==> src/rtl/rr_arbiter8.sv <==
// Eight-way round-robin arbiter with active-low request/grant, a per-grant hold
// limit, synchronous enable and asynchronous active-low reset.
module rr_arbiter8 #(
    parameter int unsigned MAXHOLD = 16
) (
    input  logic       CLK,
    input  logic       RST_L,
    input  logic       EN,
    input  logic [7:0] REQL,
    output logic [7:0] GNTL,
    output logic [2:0] GID,
    output logic       GVALID
);

    localparam logic [7:0] HOLD_LAST = 8'(MAXHOLD - 1);

    typedef enum logic {
        S_IDLE,
        S_GRANT
    } state_t;

    state_t      r_state, w_state_nxt;
    logic [2:0]  r_ptr, w_ptr_nxt;
    logic [2:0]  r_gid, w_gid_nxt;
    logic [7:0]  r_hcnt, w_hcnt_nxt;
    logic [7:0]  r_gntl, w_gntl_nxt;
    logic        r_gvalid, w_gvalid_nxt;

    logic [7:0]  w_req;
    logic [15:0] w_dbl;
    logic [7:0]  w_rot;
    logic [2:0]  w_off;
    logic [2:0]  w_win;
    logic        w_any;
    logic        w_arb;

    assign w_req = ~REQL;

    // Rotate requests so bit 0 is the requester named by the pointer, then
    // the lowest set bit is the winner's offset from the pointer.
    assign w_dbl = {w_req, w_req} >> r_ptr;
    assign w_rot = w_dbl[7:0];

    always_comb begin
        w_any = 1'b0;
        w_off = '0;
        for (int unsigned i = 0; i < 8; i++) begin
            if (w_rot[i] && !w_any) begin
                w_any = 1'b1;
                w_off = 3'(i);
            end
        end
    end

    assign w_win = r_ptr + w_off;

    always_comb begin
        w_state_nxt  = r_state;
        w_ptr_nxt    = r_ptr;
        w_hcnt_nxt   = r_hcnt;
        w_gid_nxt    = r_gid;
        w_gvalid_nxt = r_gvalid;
        w_arb        = 1'b0;

        if (!EN) begin
            w_state_nxt  = S_IDLE;
            w_gid_nxt    = '0;
            w_gvalid_nxt = 1'b0;
        end else begin
            case (r_state)
                S_IDLE:  w_arb = 1'b1;
                S_GRANT: begin
                    if (w_req[r_gid] && (r_hcnt < HOLD_LAST))
                        w_hcnt_nxt = r_hcnt + 8'd1;
                    else
                        w_arb = 1'b1;
                end
                default: w_arb = 1'b1;
            endcase

            if (w_arb) begin
                if (w_any) begin
                    w_state_nxt  = S_GRANT;
                    w_gid_nxt    = w_win;
                    w_gvalid_nxt = 1'b1;
                    w_ptr_nxt    = w_win + 3'd1;
                    w_hcnt_nxt   = '0;
                end else begin
                    w_state_nxt  = S_IDLE;
                    w_gid_nxt    = '0;
                    w_gvalid_nxt = 1'b0;
                end
            end
        end

        w_gntl_nxt = w_gvalid_nxt ? ~(8'd1 << w_gid_nxt) : 8'hFF;
    end

    always_ff @(posedge CLK or negedge RST_L) begin
        if (!RST_L) begin
            r_state  <= S_IDLE;
            r_ptr    <= '0;
            r_hcnt   <= '0;
            r_gid    <= '0;
            r_gvalid <= 1'b0;
            r_gntl   <= '1;
        end else begin
            r_state  <= w_state_nxt;
            r_ptr    <= w_ptr_nxt;
            r_hcnt   <= w_hcnt_nxt;
            r_gid    <= w_gid_nxt;
            r_gvalid <= w_gvalid_nxt;
            r_gntl   <= w_gntl_nxt;
        end
    end

    assign GNTL   = r_gntl;
    assign GID    = r_gid;
    assign GVALID = r_gvalid;

endmodule

==> config.mk <==
export PLATFORM = sky130hd
export DESIGN_NAME = rr_arbiter8
export DESIGN_NICKNAME = d
export VERILOG_FILES = /design/src/rtl/rr_arbiter8.sv
export SDC_FILE = /design/constraint.sdc
export NUM_CORES = 1
export LEC_CHECK = 0
export BUFFER_PORTS_ARGS = -buffer_cell sky130_fd_sc_hd__buf_2
export CORE_AREA = 2 2 61 63
export CTS_CLUSTER_SIZE = 14
export DETAILED_ROUTE_END_ITERATION = 8
export DIE_AREA = 0 0 63 65
export PLACE_DENSITY = 0.85
export SLEW_MARGIN = 20
export SYNTH_ARGS = -nofsm -noshare
export SYNTH_HDL_FRONTEND = slang
export SYNTH_SLANG_ARGS = --single-unit
==> constraint.sdc <==
create_clock -name CLK -period 3.5 [get_ports CLK]
set_input_delay 0.175 -clock CLK [delete_from_list [all_inputs] [get_ports CLK]]
set_output_delay 0.175 -clock CLK [all_outputs]
set_load 0.03 [all_outputs]
### Yosys cells after proc, flatten, opt, wreduce, memory -nomap -nowiden

Index checks and enable logic that the tools add are counted.

| word-level totals | value |
|---|---|
| output and inout bits | 12 |
| bits in registers | 24 |
| input bits | 11 |

| cells by class | value |
|---|---|
| magnitude comparators | 2 |
| add/subtract/negate cells | 3 |
| muxes and demuxes | 33 |
| reduce and logical (&&, ||, !) cells | 16 |
| bitwise gates (word level) | 3 |
| equality and inequality tests | 1 |
| shift operators | 2 |

Operators with widths:

| operator | count |
|---|---|
| 8-bit two-way mux | 5 |
| 3-bit two-way mux | 8 |
| 1-bit two-way mux | 17 |
| 8-bit inverter | 2 |
| 16-bit by 3-bit >> shifter with 8-bit output | 1 |
| 8-bit by 1-bit adder with 8-bit output, second input constant | 1 |
| 1-bit logical AND | 8 |
| 8-bit by 4-bit less-than comparator with 1-bit output, second input constant | 1 |
| 1-bit by 3-bit << shifter with 8-bit output, first input constant | 1 |
| 1-bit logical NOT | 7 |
| 3-bit by 4-bit less-than comparator with 1-bit output, second input constant | 1 |
| 3-bit by 1-bit adder with 3-bit output, second input constant | 1 |
| 3-bit adder | 1 |
| 1-bit binary-select mux with 3-bit select | 1 |
| 3-bit AND reduction | 1 |
| 2-bit two-way mux | 1 |
| 2-bit by 1-bit inequality test with 1-bit output, second input constant | 1 |
| 1-bit case mux with 2 select lines | 1 |
| 1-bit inverter | 1 |

### Depth between registers and ports, before layout

| depth | value |
|---|---|
| depth in word-level cells | 31 |
| depth in mapped cells | 16 |
| mapped depth without buffers | 13 |

### Worst setup path before layout

OpenSTA, ideal clock, no wires.

| path | value |
|---|---|
| path kind | reg-to-reg |
| from | reg r_ptr[1] |
| to | reg r_gntl[0] (netlist: GNTL[0]) |
| slack | -219 ps |
| cell stages (with the launch flop) | 17 |
| period minus slack after synthesis | 3719 ps |
| library setup time | 88 ps |
| arrival | 3631 ps |
| data required time | 3412 ps |
| path through | dfrtp_1 > buf_6 > buf_2 > mux2_2 > nand3_1 > o311ai_0 > o31ai_1 > a21boi_0 > a221o_1 > ha_1 > fa_1 > xor2_1 > a21boi_0 > o221ai_1 > o311a_1 > clkbuf_1 > or3b_1 |

| on the way | value |
|---|---|
| longest elaborated chain between the ends | 30 |
| elaborated cells between the ends (all ways) | 40 |
| classes of those cells | add/sub: 1; shift: 2; mux: 22; bitwise: 1; reduce/logical: 14 |

RTL lines:

| item | line | RTL |
|---|---|---|
| from (decl) | 23 | `logic [2:0] r_ptr, w_ptr_nxt;` |
| from (signal assigned) | 109 | `r_ptr <= w_ptr_nxt;` |
| 16-bit by 3-bit >> shifter with 8-bit output | 41 | `assign w_dbl = {w_req, w_req} >> r_ptr;` |
| 1-bit two-way mux | 48 | `if (w_rot[i] && !w_any) begin` |
| 1-bit logical NOT | 48 |  |
| 1-bit logical AND | 48 |  |
| 1-bit two-way mux | 48 |  |
| 1-bit logical NOT | 48 |  |
| 1-bit logical AND | 48 |  |
| 1-bit two-way mux | 48 |  |
| (+16 left out) | -- |  |
| 3-bit two-way mux (*) | 82 | `if (w_any) begin` |
| 3-bit two-way mux (*) | 81 | `if (w_arb) begin` |
| 3-bit two-way mux (*) | 65 | `if (!EN) begin` |
| net w_gid_nxt[2] | 24 | `logic [2:0] r_gid, w_gid_nxt;` |
| 1-bit by 3-bit << shifter with 8-bit output (*) | 96 | `w_gntl_nxt = w_gvalid_nxt ? ~(8'd1 << w_gid_nxt) : 8'hFF;` |
| 8-bit inverter (*) | 96 |  |
| 8-bit two-way mux (*) | 96 |  |
| net w_gntl_nxt[0] | 26 | `logic [7:0] r_gntl, w_gntl_nxt;` |
| to (signal assigned) | 113 | `r_gntl <= w_gntl_nxt;` |
| to (decl) | 26 |  |

The timed path passes the listed nets; every way through them passes the cells marked *.
A chain may end at the register's enable or synchronous reset.

### Worst setup path after layout

| path | value |
|---|---|
| from | reg r_ptr[1] |
| to | reg r_gntl[0] (netlist: GNTL[0]) |

| on the way | value |
|---|---|
| longest elaborated chain between the ends | 30 |
| elaborated cells between the ends (all ways) | 40 |
| classes of those cells | add/sub: 1; shift: 2; mux: 22; bitwise: 1; reduce/logical: 14 |

RTL lines:

| item | line | RTL |
|---|---|---|
| 16-bit by 3-bit >> shifter with 8-bit output | 41 |  |
| 1-bit two-way mux | 48 |  |
| 1-bit logical NOT | 48 |  |
| 1-bit logical AND | 48 |  |
| 1-bit two-way mux | 48 |  |
| 1-bit logical NOT | 48 |  |
| 1-bit logical AND | 48 |  |
| 1-bit two-way mux | 48 |  |
| (+15 left out) | -- |  |
| 3-bit adder | 55 | `assign w_win = r_ptr + w_off;` |
| 3-bit two-way mux | 82 |  |
| 3-bit two-way mux | 81 |  |
| 3-bit two-way mux | 65 |  |
| 1-bit by 3-bit << shifter with 8-bit output | 96 |  |
| 8-bit inverter | 96 |  |
| 8-bit two-way mux (*) | 96 |  |
| net w_gntl_nxt[0] | 26 |  |

Marks and branches as above.

==> results.md <==
- Worst-path maximum fanout: 7
- Data required time at the worst endpoint: around 3700 ps
- Peak Freq: 0.286 GHz
- Number of remaining DRC errors: 0
- Total via count in the routed design: 1437
- Tightest Pin Transition: approximately 510 ps
- Pins Over Slew Limit: 0
- Reg2reg start: r_ptr[1]$_DFFE_PN0P_
- R2R Path End: GNTL[0]$_DFF_PN1_
- P&R area growth vs syn: 22.4%
- Hold slack final: between 150 and 200 ps
- H-tree levels: 1
- Post-layout min period: between 3000 and 4000 ps
- Category of the critical setup timing path: reg -> reg
- Number of buffers created by CTS: 3
- Final period utilization: 0.997
- TritonCTS clock tree: yes
- Post-synth EDFFs: 0
- Number of I/O pins: 23
- Final hold violation count: 0
- Clk slew on worst S/H paths: ~120 ps
- Synth Register Bits: 24
- Vias in the first global route: 1292
- Critical path startpoint category: flop
- Worst-case setup margin in the final layout: 9.05 ps
- Number of vias per cell: roughly 6
- Total track usage: 0.184
- Number of distinct library cells after synthesis: 47
- Worst Hold End: r_hcnt[1]$_DFFE_PN0P_
- Net count after synthesis: 175
- Worst IR drop on VDD: 0.000721 V
- Register-to-register path setup slack: 9 ps
- Die Area: slightly above 4000 sq um
- HPWL reported at the end of detailed placement: 2800 um
- Number of cells after detailed placement: 237
- Final cell count without fillers: 246
- Critical hold path startpoint: EN
- Deepest clock path buffer count: 2
- Unrepaired setup endpoints after global routing: true
- Remaining global-route overflow: 0
- Area taken by flip-flops and latches: 616 sq um
- Worst Path Arrival: 3730 ps
- Relative slew margins: 0.660
- Total routed wirelength: 3870 um
- Wire length of the first global-routing pass: roughly 6000 um
- Syn Std Cell Area: 1720 sq um
- Port buffer count: 22
- Tightest Hold Check Type: in -> reg
- Largest clock skew in the final design: between 7 and 8 ps
- Die boundary width: 63 um
- Number of max-capacitance violations reported: 0
- Average cell area after synthesis: about 11 sq um
- Multi-input gate area: 1090 sq um
- Floorplan Core Area: 3500 sq um
- Total chip power: 0.00205 W
- Commonest non-fill, non-tap cell in the layout: sky130_fd_sc_hd__buf_2
- Layout fillers: 291
- Number of cells on the worst hold path: 3
- Antenna violations before repair: 0
- Commonest non-fill, non-tap cells in the layout: sky130_fd_sc_hd__buf_2 (22), sky130_fd_sc_hd__buf_4 (18), sky130_fd_sc_hd__dfrtp_1 (14)
- Initial Util: 0.491
- Die extent in y: 65 um
- Post-synth top flop: sky130_fd_sc_hd__dfrtp_1
- Register-to-Register Path Depth: 13
- Final count of negative-setup-slack endpoints: 0
- Clock latency on the worst-skew pair: 310 ps
- Worst slack at placement: between 20 and 25 ps
- Number of rows in the core area: 22
- Share of final-layout standard cells stronger than drive strength 1: 0.419
- Clock sink count: 24
- Detailed router's first-iteration violation count: 60
- Gate count of the mapped netlist: between 150 and 200
- Final antenna-violating net count: 0
- Share of the yosys chip area belonging to registers: 0.356
- Final weighted congestion in routability-driven placement: 0.942
- Static leakage power: 0.905 nW
- Routed length per placed instance: approximately 16 um
- Result of the run: finished clean
- Power Dens Cells: 975 nW/um^2
- Pin count of the biggest net entering global routing: 25
- Post-synthesis async set-or-reset flop share: 1.00
- Yosys warning total: 0
- Ant. Diodes: 0
- Worst setup EP type: flop
- Pre-antenna DRT Iters: 4
- Final Net Count: 214
- Root Driver: sky130_fd_sc_hd__clkbuf_4
[cell usage after synthesis, types with 2 or more instances]
master / number / area share
sky130_fd_sc_hd__mux4_2: 8 / 0.11
sky130_fd_sc_hd__xnor2_1: 3 / 0.015
sky130_fd_sc_hd__and3_1: 3 / 0.011
sky130_fd_sc_hd__nor3_1: 5 / 0.015
sky130_fd_sc_hd__a31oi_1: 3 / 0.011
sky130_fd_sc_hd__and2_1: 8 / 0.029
sky130_fd_sc_hd__buf_2: 3 / 0.0088
sky130_fd_sc_hd__dfstp_2: 8 / 0.12
sky130_fd_sc_hd__o21a_1: 5 / 0.022
sky130_fd_sc_hd__mux2i_1: 12 / 0.070
sky130_fd_sc_hd__inv_1: 5 / 0.011
sky130_fd_sc_hd__nor2_1: 7 / 0.015
sky130_fd_sc_hd__o21ai_0: 6 / 0.018
sky130_fd_sc_hd__ha_1: 3 / 0.022
sky130_fd_sc_hd__o31ai_1: 2 / 0.0088
sky130_fd_sc_hd__xor2_1: 2 / 0.010
sky130_fd_sc_hd__nand3_1: 11 / 0.032
sky130_fd_sc_hd__mux2_2: 3 / 0.020
sky130_fd_sc_hd__or3b_1: 2 / 0.010
sky130_fd_sc_hd__clkbuf_1: 4 / 0.0088
sky130_fd_sc_hd__nand3b_1: 3 / 0.013
sky130_fd_sc_hd__o211ai_1: 2 / 0.0088
sky130_fd_sc_hd__nand2_1: 5 / 0.011
sky130_fd_sc_hd__dfrtp_1: 16 / 0.23
sky130_fd_sc_hd__a21oi_1: 6 / 0.018
sky130_fd_sc_hd__a21boi_0: 4 / 0.018
[worst max path at each step]
| stage | start | to | slack [ps] | cells past startpoint |
|---|---|---|---|---|
| floorplan | r_ptr[1]$_DFFE_PN0P_ | GNTL[0]$_DFF_PN1_ | 20 | 16 |
| global placement | r_ptr[0]$_DFFE_PN0P_ | r_ptr[2]$_DFFE_PN0P_ | 120 | 13 |
| detailed placement | r_ptr[1]$_DFFE_PN0P_ | GNTL[1]$_DFF_PN1_ | 20 | 13 |
| CTS | r_ptr[1]$_DFFE_PN0P_ | GNTL[1]$_DFF_PN1_ | 0.2 | 13 |
| global route | r_ptr[1]$_DFFE_PN0P_ | GNTL[0]$_DFF_PN1_ | -120 | 13 |
| finish | r_ptr[1]$_DFFE_PN0P_ | GNTL[0]$_DFF_PN1_ | 9 | 13 |
[layer usage]
layer	share of wire	track usage	wire, um	vias to the layer above
li1	-	-	-	684
met1	0.42	0.250	1630	702
met2	0.51	0.302	1970	43
met3	0.058	0.0365	224	8
met4	0.013	0.0472	49	0
met5	0	0	0	-
[sequential cells by signal, indices dropped and copies added, names as in the netlist]
name / count
r_ptr: 3
GVALID: 1
r_state: 1
r_hcnt: 8
GID: 3
GNTL: 8
[kinds of logic after synthesis]
| kind of cell | Yosys count | share of synthesized area |
|---|---|---|
| muxes | 24 | 0.210 |
| DFF | 24 | 0.356 |
| adders and majority gates | 4 | 0.0336 |
| buffers and inverters | 15 | 0.0394 |
| AOI/OAI and AO/OA | 39 | 0.171 |
| and+or+nand+nor | 49 | 0.165 |
| xor gates and xnor gates | 5 | 0.0255 |
[critical path, stage by stage (launching register included)]
cell,delay [ps]
sky130_fd_sc_hd__dfrtp_4,560
sky130_fd_sc_hd__buf_6,160
sky130_fd_sc_hd__mux2i_1,210
sky130_fd_sc_hd__a21oi_1,110
sky130_fd_sc_hd__a22o_1,280
sky130_fd_sc_hd__o21a_1,130
sky130_fd_sc_hd__a221o_1,320
sky130_fd_sc_hd__ha_2,180
sky130_fd_sc_hd__fa_2,430
sky130_fd_sc_hd__xor2_2,180
sky130_fd_sc_hd__a21boi_2,200
sky130_fd_sc_hd__o221ai_2,110
sky130_fd_sc_hd__o311a_1,160
sky130_fd_sc_hd__or3b_1,380
[cell type report]
| class | instances | share of cell area |
|---|---|---|
| repair buffers | 43 | 0.132 |
| inverters | 6 | 0.0107 |
| well taps | 48 | 0.0286 |
| flip-flops and latches | 24 | 0.293 |
| clock buffers | 4 | 0.0173 |
| multi-input cells | 121 | 0.518 |
[stage by stage]
| step | util | cell area, sq um | TNS, ps |
|---|---|---|---|
| 6_report | 0.601 | 2100 | 0 |
| 5_1_grt | 0.601 | 2100 | -783 |
| 4_1_cts | 0.575 | 2010 | 0 |
| 3_5_place_dp | 0.562 | 1960 | 0 |
| 3_3_place_gp | 0.562 | 1960 | 0 |
| 2_1_floorplan | - | 1730 | 0 |
[where the power goes]
part	internal [W]	leakage, nW	switching [W]
sequential	0.000361	0.290	0.0000931
clock	0.0000636	0.0210	0.0000748
combinational	0.000705	0.594	0.000750
[timing repair]
item / 4_1_cts / 5_1_grt
hold buffers: 1 / 0
endpoints found under the setup margin: 0 / 10
resized for setup: 0 / 18
setup buffers: 0 / 4
hold endpoints to repair: 16 / 0
Power figures use the tool's default switching activity.
